[src/rtl/sram_word_arbiter.sv]
// Two-requester word arbiter for the byte-wide SRAM A port: each 32-bit request runs as four byte beats.
// Define SRAM_ARB_FIXED_PRIORITY_EN for fixed priority (requester 0 wins); default build is round-robin.
module sram_word_arbiter #(
  parameter int ADDR_WIDTH = 11
) (
  input  logic                  clock,
  input  logic                  resetN,
  input  logic                  req0,
  input  logic                  req1,
  input  logic                  we0,
  input  logic                  we1,
  input  logic [ADDR_WIDTH-3:0] wordAddr0,
  input  logic [ADDR_WIDTH-3:0] wordAddr1,
  input  logic [3:0]            byteEn0,
  input  logic [3:0]            byteEn1,
  input  logic [31:0]           wdata0,
  input  logic [31:0]           wdata1,
  output logic                  ack0,
  output logic                  ack1,
  output logic [31:0]           rdata0,
  output logic [31:0]           rdata1,
  output logic                  busy,
  output logic                  grant,
  output logic [ADDR_WIDTH-1:0] sramAddress,
  output logic                  sramWriteEnable,
  output logic [7:0]            sramDataIn,
  input  logic [7:0]            sramDataOut
);

  typedef enum logic [1:0] {
    ST_IDLE,
    ST_ACCESS,
    ST_DRAIN,
    ST_ACK
  } state_t;

  state_t                r_state;
  logic [1:0]            r_beat;
  logic                  r_grant;
  logic                  r_we;
  logic [ADDR_WIDTH-3:0] r_addr;
  logic [3:0]            r_byteEn;
  logic [31:0]           r_wdata;
  logic [23:0]           r_readBuf;
  logic                  r_ack0;
  logic                  r_ack1;
  logic [31:0]           r_rdata0;
  logic [31:0]           r_rdata1;
  logic                  r_busy;
  logic [ADDR_WIDTH-1:0] r_sramAddress;
  logic                  r_sramWe;
  logic [7:0]            r_sramDataIn;
`ifndef SRAM_ARB_FIXED_PRIORITY_EN
  logic                  r_lastGrant;
`endif

  logic                  w_anyReq;
  logic                  w_pick;
  logic                  w_we;
  logic [ADDR_WIDTH-3:0] w_addr;
  logic [3:0]            w_byteEn;
  logic [31:0]           w_wdata;
  logic [1:0]            w_nextBeat;
  logic [1:0]            w_prevBeat;

  // Winner selection and the winner's request fields, latched only on the IDLE grant edge.
  always_comb begin
    w_anyReq = req0 | req1;
`ifdef SRAM_ARB_FIXED_PRIORITY_EN
    w_pick = !req0;
`else
    w_pick = (req0 && req1) ? !r_lastGrant : !req0;
`endif
    w_we       = w_pick ? we1       : we0;
    w_addr     = w_pick ? wordAddr1 : wordAddr0;
    w_byteEn   = w_pick ? byteEn1   : byteEn0;
    w_wdata    = w_pick ? wdata1    : wdata0;
    w_nextBeat = r_beat + 2'd1;
    w_prevBeat = r_beat - 2'd1;
  end

  // SRAM-side outputs are loaded one edge ahead of the beat they drive, so they come straight from flops.
  always_ff @(posedge clock) begin
    if (!resetN) begin
      r_state       <= ST_IDLE;
      r_beat        <= 2'd0;
      r_grant       <= 1'b0;
      r_we          <= 1'b0;
      r_addr        <= '0;
      r_byteEn      <= 4'd0;
      r_wdata       <= 32'd0;
      r_readBuf     <= 24'd0;
      r_ack0        <= 1'b0;
      r_ack1        <= 1'b0;
      r_rdata0      <= 32'd0;
      r_rdata1      <= 32'd0;
      r_busy        <= 1'b0;
      r_sramAddress <= '0;
      r_sramWe      <= 1'b0;
      r_sramDataIn  <= 8'd0;
`ifndef SRAM_ARB_FIXED_PRIORITY_EN
      r_lastGrant   <= 1'b1;
`endif
    end else begin
      r_ack0 <= 1'b0;
      r_ack1 <= 1'b0;
      case (r_state)
        ST_IDLE: begin
          if (w_anyReq) begin
            r_state       <= ST_ACCESS;
            r_beat        <= 2'd0;
            r_grant       <= w_pick;
            r_we          <= w_we;
            r_addr        <= w_addr;
            r_byteEn      <= w_byteEn;
            r_wdata       <= w_wdata;
            r_busy        <= 1'b1;
            r_sramAddress <= {w_addr, 2'b00};
            r_sramDataIn  <= w_wdata[7:0];
            r_sramWe      <= w_we & w_byteEn[0];
`ifndef SRAM_ARB_FIXED_PRIORITY_EN
            r_lastGrant   <= w_pick;
`endif
          end
        end
        ST_ACCESS: begin
          // The SRAM returns the previous beat's byte now.
          if (!r_we && r_beat != 2'd0) begin
            r_readBuf[{w_prevBeat, 3'b000} +: 8] <= sramDataOut;
          end
          if (r_beat == 2'd3) begin
            r_state       <= ST_DRAIN;
            r_sramAddress <= '0;
            r_sramWe      <= 1'b0;
            r_sramDataIn  <= 8'd0;
          end else begin
            r_beat        <= w_nextBeat;
            r_sramAddress <= {r_addr, w_nextBeat};
            r_sramDataIn  <= r_wdata[{w_nextBeat, 3'b000} +: 8];
            r_sramWe      <= r_we & r_byteEn[w_nextBeat];
          end
        end
        ST_DRAIN: begin
          if (!r_we) begin
            if (r_grant) begin
              r_rdata1 <= {sramDataOut, r_readBuf};
            end else begin
              r_rdata0 <= {sramDataOut, r_readBuf};
            end
          end
          r_ack0  <= !r_grant;
          r_ack1  <= r_grant;
          r_state <= ST_ACK;
        end
        ST_ACK: begin
          r_state <= ST_IDLE;
          r_beat  <= 2'd0;
          r_busy  <= 1'b0;
        end
        default: begin
          r_state <= ST_IDLE;
          r_busy  <= 1'b0;
        end
      endcase
    end
  end

  assign ack0            = r_ack0;
  assign ack1            = r_ack1;
  assign rdata0          = r_rdata0;
  assign rdata1          = r_rdata1;
  assign busy            = r_busy;
  assign grant           = r_grant;
  assign sramAddress     = r_sramAddress;
  assign sramWriteEnable = r_sramWe;
  assign sramDataIn      = r_sramDataIn;

endmodule

[config.mk]
export PLATFORM = sky130hd
export DESIGN_NAME = sram_word_arbiter
export DESIGN_NICKNAME = d
export VERILOG_FILES = /design/src/rtl/sram_word_arbiter.sv
export SDC_FILE = /design/constraint.sdc
export NUM_CORES = 1
export LEC_CHECK = 0
export CORE_ASPECT_RATIO = 0.75
export CORE_MARGIN = 3
export CORE_UTILIZATION = 32
export DETAILED_ROUTE_END_ITERATION = 12
export MAX_ROUTING_LAYER = met4
export PLACE_DENSITY_LB_ADDON = 0.1
export SKIP_CTS_REPAIR_TIMING = 1
export SYNTH_ARGS = -nofsm -noshare
export SYNTH_HDL_FRONTEND = slang
export SYNTH_SLANG_ARGS = --single-unit
[constraint.sdc]
create_clock -name clock -period 3.6 [get_ports clock]
set_clock_uncertainty 0.05 [all_clocks]
set_input_delay 0.9 -clock clock [delete_from_list [all_inputs] [get_ports clock]]
set_output_delay 0.9 -clock clock [all_outputs]
set_load 0.05 [all_outputs]
# Yosys cells after proc, flatten, opt, wreduce, memory -nomap -nowiden

Cells that the tools add are included.
W data, S select, Z words.

Bits in registers: 163
Input bits: 104
Output and inout bits: 88

Add/subtract/negate cells: 3
Order comparisons: 1
Equality and inequality tests: 7
Shift-type cells: 3
Mux-type cells: 25
Bitwise gates (word level): 5
Reduce and logical (&&, ||, !) cells: 20

Operators by type and width:

| operator                 | count |
|---|---|
| $mux W32                 | 1 |
| $shiftx A32 B6 Y8        | 1 |
| $bwmux W24               | 1 |
| $shift A8 B7 Y24 const A | 1 |
| $shiftx A8 B7 Y24        | 1 |
| $mux W11                 | 2 |
| $pmux W11 S2             | 1 |
| $mux W8                  | 2 |
| $pmux W8 S2              | 1 |
| $reduce_and A2 Y1        | 6 |
| $mux W9                  | 1 |
| $reduce_and A3 Y1        | 3 |
| $mux W2                  | 4 |
| $pmux W2 S4              | 1 |
| $neg A5 Y7               | 1 |
| $eq A2 B2 Y1 const B     | 3 |
| $mux W1                  | 6 |
| $ne A2 B2 Y1 const B     | 3 |
| $pmux W2 S3              | 1 |
| $reduce_bool A2 Y1       | 3 |
| $logic_not A1 Y1         | 4 |
| $mux W4                  | 1 |
| $pmux W1 S2              | 2 |
| $lt A2 B3 Y1 const B     | 1 |
| other kinds (10)         | 13 |

# Longest topological paths before layout

Gate-level depths: netlist of run 1.

Depth after elaboration: 6
Gate-level depth with buffers: 8
Gate-level depth less buffers: 6

# Least setup slack after synthesis of run 1

Ideal clock, no wire load.

Kind: flip-flop to flip-flop
Start: reg r_beat[0]
End: reg r_sramWe (netlist: sramWriteEnable)
Arrival: 1.872 ns
Data required time: 3.430 ns
Setup slack: 1.558 ns
Cell stages (with the launch flop): 7
Period minus slack after synthesis: 2.042 ns
Cells stage by stage: dfxtp_1 -> inv_1 -> ha_1 -> buf_6 -> mux4_2 -> and3_1 -> o31a_1

Cells in the longest elaborated chain, start to end: 6

Ends and longest elaborated chain:

| what                          | line | RTL |
|---|---|---|
| from (decl)                   | 38   | `logic [1:0] r_beat;` |
| from (signal assigned)        | 137  | `r_beat <= w_nextBeat;` |
| $add A2 B1 Y2                 | 78   | `w_nextBeat = r_beat + 2'd1;` |
| $bmux W1 S2                   | 140  | `r_sramWe <= r_we & r_byteEn[w_nextBeat];` |
| $mux W1 (implied by the code) | 140  |  |
| $and A1 B1 Y1                 | 140  |  |
| $mux W1 (*)                   | 131  | `if (r_beat == 2'd3) begin` |
| $pmux W1 S2 (*)               | 107  | `case (r_state)` |
| to (signal assigned)          | 120  | `r_sramWe <= w_we & w_byteEn[0];` |
| to (signal assigned)          | 140  |  |
| to (decl)                     | 51   | `logic r_sramWe;` |

Mark *: on every way between the ends. The rest lies on a longest branch, timed or not. The select of a mux whose other input is x is not followed.
A chain may end at the register's enable or synchronous reset.

# Worst setup path after layout of run 1

Start: reg r_grant (netlist: grant)
End: out grant

RTL lines:

| what                   | line | RTL |
|---|---|---|
| from (decl)            | 39   | `logic r_grant;` |
| from (signal assigned) | 112  | `r_grant <= w_pick;` |
| to (decl)              | 23   | `output logic grant,` |

No word-level cell between the ends.

==> results of run 1 <==
==> synthesized netlist by cell type, types with 2 or more instances <==
cell type,n
nand2_1,242
dfxtp_1,163
a21oi_1,117
nor2_1,59
a311oi_1,30
buf_2,30
clkbuf_1,26
nand3_1,24
o21ai_0,24
nor3_1,20
a31oi_1,16
and3_1,12
ha_1,11
a21boi_0,9
nand2b_1,8
a311oi_2,7
buf_6,7
mux4_2,7
inv_1,5
nor3b_2,4
o21ai_1,4
buf_4,3
a211oi_1,2
a32oi_1,2
and2_0,2
and2_1,2
buf_1,2
mux4_1,2
nor2_2,2
o21a_1,2
o21ai_2,2
==> area by class of cell <==
cell class              instances  area, um^2  area share
repair buffers                209        2080       0.214
well taps                     288         360      0.0370
flip-flops and latches        163        3260       0.335
inverters                       6        25.0     0.00257
multi-input cells             622        3370       0.346
clock inverters                13         185      0.0190
clock buffers                  19         453      0.0465
==> where the power goes <==
| group | internal, mW | switching [mW] | total [mW] |
|---|---|---|---|
| sequential | 2.13 | 0.196 | 2.33 |
| combinational | 0.920 | 1.64 | 2.56 |
| clock | 1.16 | 0.810 | 1.97 |
| total | 4.21 | 2.65 | 6.86 |
==> per-layer routing <==
metal	wire, um	vias to the layer above	track usage
met1	12000	2917	0.295
met5	0	-	-
met4	227	0	0.0502
met2	8880	167	0.261
met3	1080	16	0.0354
li1	-	3283	-
==> worst max-delay path, cell delays in order, from the launching register on <==
cell	delay, ns
dfxtp_1	0.31
buf_4	0.17
clkdlybuf4s50_1	0.82
==> state kept, by name (all words and copies together) (netlist names), 2 cells and up <==
signal,cells
sramAddress,11
r_byteEn,4
r_state,2
r_beat,2
r_readBuf,24
rdata1,32
r_addr,9
sramDataIn,8
rdata0,32
r_wdata,32
==> cells by family (layout without fill, tap and decap cells) <==
family                     after synthesis  in the layout  synth area share
AOI/OAI and AO/OA                      218            218             0.193
adders and majority gates               11             11            0.0196
buffers and inverters                   75            247            0.0548
DFF                                    163            163             0.466
muxes                                   10             10            0.0314
and+or+nand+nor                        383            383             0.235
==> layout by cell type (no fill, tap or decap), types with 15 or more instances in the layout <==
cell / n
nand2_1: 242
clkdlybuf4s50_1: 191
dfxtp_1: 163
a21oi_1: 117
nor2_1: 59
a311oi_1: 30
o21ai_0: 24
nand3_1: 24
nor3_1: 20
clkbuf_16: 17
a31oi_1: 16
buf_4: 15
==> worst paths after layout <==
check                           endpoint  depth (start not counted)
max                                grant                          2
max reg2reg   sramDataIn[1]$_SDFFE_PN0P_                          5
min          sramAddress[0]$_SDFFE_PN0P_                          2
min reg2reg  sramAddress[0]$_SDFFE_PN0P_                          2
==> flow_summary_export.csv, run 1 <==
group,metric,value,unit
route,ant_nets,0,
pwr,leakage,3.44,nW
route,first_iter_violations,441,
yosys,synth_cells,860,
yosys,synth_top_cell_by_area,"dfxtp_1",
finish,area_growth,39.1,%
sta,totalNegativeSetupSlack,0,ns
clocking,clk_latency,0.43,ns
grt,grt_max_degree,81,
yosys,netlist_area,7000,um^2
yosys,synth_ff_type,"dfxtp_1",
setup_path,crit_arrival,1.72,ns
route,routedWlPerCell,16.8,um
place,dp_cells,1288,
yosys,synth-edff-count,0,
setup_path,crit_fanout,8,
sta,maxSlewHeadroom,0.327,
min_path,min_path_type,"register to register",
clocking,cts_tree,"done",
pwr,p_per_area,704,nW/um^2
route,drc,0,
finish,final_util,0.457,
finish,fin_area,9740,um^2
yosys,synth_top_area_frac,0.466,
grt,grt_pass1_vias,6276,
setup_path,critPathCaptureType,"output pin",
floorplan,die_y,134,um
sta,fmax,0.374,GHz
yosys,synth_cell_types,45,
pwr,total_power,6.86,mW
setup_path,reg2reg_slack,1.18,ns
min_path,min_from,"sramAddress[0]$_SDFFE_PN0P_",
sta,report.final.setup_viol,0,
clocking,numCtsBuffers,17,
yosys,synthArstFlopShare,0,
floorplan,initial_core_util,0.329,
place,post-dp-hpwl,15.2,mm
sta,hold_slack,0.400,ns
setup_path,crit_path_start_kind,"register",
setup_path,path_class,"register to output pin",
pwr,vdd_drop_max,0.000360,V
grt,grt_usage,0.194,
place,place_area,9100,um^2
place,place_congestion,0.803,
route,dr.pass1.iters,5,
finish,diodes,0,
grt,antenna_found_initial,0,
run_status,status,"finished, final reports clean",
finish,final_layout_size_suffix_gt1_frac,0.0756,
route,via_count,6383,
clocking,clkTransAtPathRegs,0.07,ns
sta,worstMarginPinSlew,1.01,ns
clocking,clockBufferDepth,2,
grt,grt_first_pass_wirelength,35.2,mm
sta,rsz0062_at_grt,"no",
yosys,avgSynthCellArea,8.14,um^2
clocking,root_buffer,"clkbuf_16",
floorplan,core_area,21300,um^2
place,io_buffer_count,191,
yosys,yosys-top-cells-area,"dfxtp_1 47%, nand2_1 13%, a21oi_1 8.4%",
place,place_ws,0.627,ns
yosys,synth_nets,975,
sta,slew_viol_final,0,
finish,layout.nets,1134,
route,post_drt_via_cell_ratio,4.84,
setup_path,required,2.65,ns
sta,hold_violations,0,
floorplan,ios,192,
floorplan,die-area,23700,um^2
setup_path,startpoint,"grant$_SDFFE_PN0P_",
grt,grt_overflow_total,0,
route,drt-total-wl,22.2,mm
yosys,ys_ff_latch,163,
finish,fill_cells,2140,
sta,finalCriticalPeriod,2.67,ns
sta,setup_ws,0.925,ns
finish,fin_cells,1320,
sta,timing.final.crit_share,0.743,
clocking,numClockSinks,163,
yosys,seq_area_frac_synth,0.466,
clocking,htree_levels,4,
run,cap_violations,0,
floorplan,die_w,177,um
yosys,yosysWarningCount,0,
floorplan,rows,46,
setup_path,r2r-start,"r_beat[1]$_SDFFE_PN0P_",
Power figures use the tool's default switching activity.
==> inputs of run 2 (changes only) <==
clock period = 2.65 ns   (was 3.6 ns; I/O delays follow)
==> run 2 against run 1 <==
First-iteration DRC count is 14% higher. Largest power group unchanged. Global-route usage decreased by 0.060 points. Critical path type unchanged. Sequential power increased by 36%. Critical endpoint is now rdata1[19]. Highest routed layer unchanged.
==> flow_summary_export.csv, run 2 (synthesis results as in run 1) <==
group,metric,value,unit
setup_path,crit_fanout,2,
run_status,status,"finished, final reports clean",
clocking,root_buffer,"clkbuf_16",
setup_path,r2r-end,"sramWriteEnable$_SDFFE_PN0P_",
clocking,cts_tree,"done",
setup_path,r2r_cells,6,
pwr,total_power,9.29,mW
finish,area_growth,40.6,%
route,via_count,6513,
finish,layout.nets,1146,
route,first_iter_violations,502,
route,drt-total-wl,22.4,mm
setup_path,cp_slowest_cell,"clkdlybuf4s50_1",
pwr,p_clk_frac,0.268,
route,post_drt_via_cell_ratio,4.89,
min_path,whs_path_depth,2,
sta,maxSlewHeadroom,0.617,
finish,final_layout_size_suffix_gt1_frac,0.0862,
setup_path,reg2reg_slack,0.49,ns
route,dr.pass1.iters,5,
sta,finalCriticalPeriod,2.34,ns
setup_path,path_buf_inv,1,
finish,layout_common_cells,"242 x nand2_1, 191 x clkdlybuf4s50_1, 163 x dfxtp_1",
grt,met1_usage,0.299,
sta,rsz0062_at_grt,"no",
floorplan,die_w,177,um
grt,grt_usage,0.193,
setup_path,required,1.94,ns
setup_path,crit_arrival,1.62,ns
grt,grt_overflow_total,0,
sta,worstMarginPinSlew,0.572,ns
pwr,power_frac_seq,0.341,
floorplan,ios,192,
setup_path,crit_cells,1,
pwr,combinationalPowerShare,0.390,
sta,report.final.setup_viol,0,
finish,diodes,0,
floorplan,core_area,21300,um^2
grt,use_met3,0.0376,
pwr,leakage,3.49,nW
grt,grt_first_pass_wirelength,35.2,mm
route,drc,0,
setup_path,critPathCaptureType,"output pin",
finish,final_util,0.462,
setup_path,path_class,"register to output pin",
setup_path,path_cells,"clkdlybuf4s50_1",
place,post-dp-hpwl,15.5,mm
grt,met2_usage,0.256,
route,ant_nets,0,
finish,fill_cells,2129,
route,routedWlPerCell,16.8,um
setup_path,crit_path_start_kind,"register",
min_path,min_path_type,"register to register",
floorplan,initial_core_util,0.329,
grt,antenna_found_initial,0,
floorplan,rows,46,
min_path,whs_endpoint,"rdata1[2]$_SDFFE_PN0P_",
clocking,htree_levels,4,
floorplan,die-area,23700,um^2
place,place_congestion,0.836,
clocking,clk_latency,0.43,ns
min_path,min_from,"rdata1[2]$_SDFFE_PN0P_",
clocking,numClockSinks,163,
setup_path,path_delay_family,"buffers and inverters",
grt,grt_max_degree,42,
clocking,numCtsBuffers,17,
clocking,clockBufferDepth,2,
grt,grt_pass1_vias,6203,
sta,totalNegativeSetupSlack,0,ns
sta,slew_viol_final,0,
setup_path,slowest_delay,0.84,ns
sta,hold_violations,0,
floorplan,die_y,134,um
grt,busiest_layer,"met1",
place,io_buffer_count,191,
pwr,switchingPower,3.62,mW
finish,final_common_cell,"nand2_1",
pwr,p_sw_frac,0.390,
setup_path,r2r-start,"r_beat[1]$_SDFFE_PN0P_",
sta,fmax,0.428,GHz
pwr,p_per_area,943,nW/um^2
clocking,clkTransAtPathRegs,0.07,ns
run,cap_violations,0,
pwr,vdd_drop_max,0.000524,V
sta,timing.final.crit_share,0.881,
pwr,intPower,5.67,mW
-- run 2: cell count changes in the layout (fill, tap and decap cells not counted), sizes merged --
cell      before  now
buf           18   30
bufinv         3    1
clkinv         2    3
clkinvlp       0    1
-- run 2: power groups by stage --
stage	logic [mW]	clock network [mW]	registers, mW
after floorplan	1.84	0	3.75
after global placement	3.64	0	3.22
after detailed placement	3.64	0	3.22
after CTS	3.65	2.55	3.17
after global routing	3.97	2.66	3.23
final	3.63	2.49	3.17
-- run 2: final cells by class --
type | instances | area, um^2 | area share
clock buffer | 19 | 453 | 0.0460
clock inverter | 13 | 138 | 0.0140
inverter | 6 | 25.0 | 0.00254
multi-input combinational | 622 | 3370 | 0.342
sequential | 163 | 3260 | 0.331
tap | 288 | 360 | 0.0366
timing repair buffer | 221 | 2240 | 0.227
-- run 2: layer usage --
| layer | up-vias | wire length (um) | share of wire |
|---|---|---|---|
| li1 | 3312 | - | - |
| met1 | 2987 | 12000 | 0.54 |
| met2 | 202 | 9010 | 0.40 |
| met3 | 12 | 1140 | 0.051 |
| met4 | 0 | 182 | 0.0081 |
| met5 | - | 0 | 0 |
-- run 2: metrics by stage --
| stage | setup WS (ns) | std cells | hold WS (ns) | instance area, um^2 |
|---|---|---|---|---|
| floorplan | 0.608 | 860 | 0.395 | 7000 |
| global placement | 0.312 | 1300 | 0.394 | 9260 |
| detailed placement | 0.276 | 1300 | 0.397 | 9260 |
| CTS | 0.291 | 1332 | 0.406 | 9850 |
| global route | 0.259 | 1332 | 0.423 | 9850 |
| finish | 0.315 | 1332 | 0.404 | 9850 |
-- run 2: how the worst max path moves through the flow --
stage / startpoint / endpoint / slack, ns
global route: rdata0[30]$_SDFFE_PN0P_ / rdata0[30] / 0.26
CTS: rdata1[19]$_SDFFE_PN0P_ / rdata1[19] / 0.29
finish: rdata1[19]$_SDFFE_PN0P_ / rdata1[19] / 0.31
floorplan: r_beat[0]$_SDFFE_PN0P_ / sramWriteEnable$_SDFFE_PN0P_ / 0.61
detailed placement: req0 / sramAddress[0]$_SDFFE_PN0P_ / 0.28
global placement: req0 / sramAddress[5]$_SDFFE_PN0P_ / 0.31
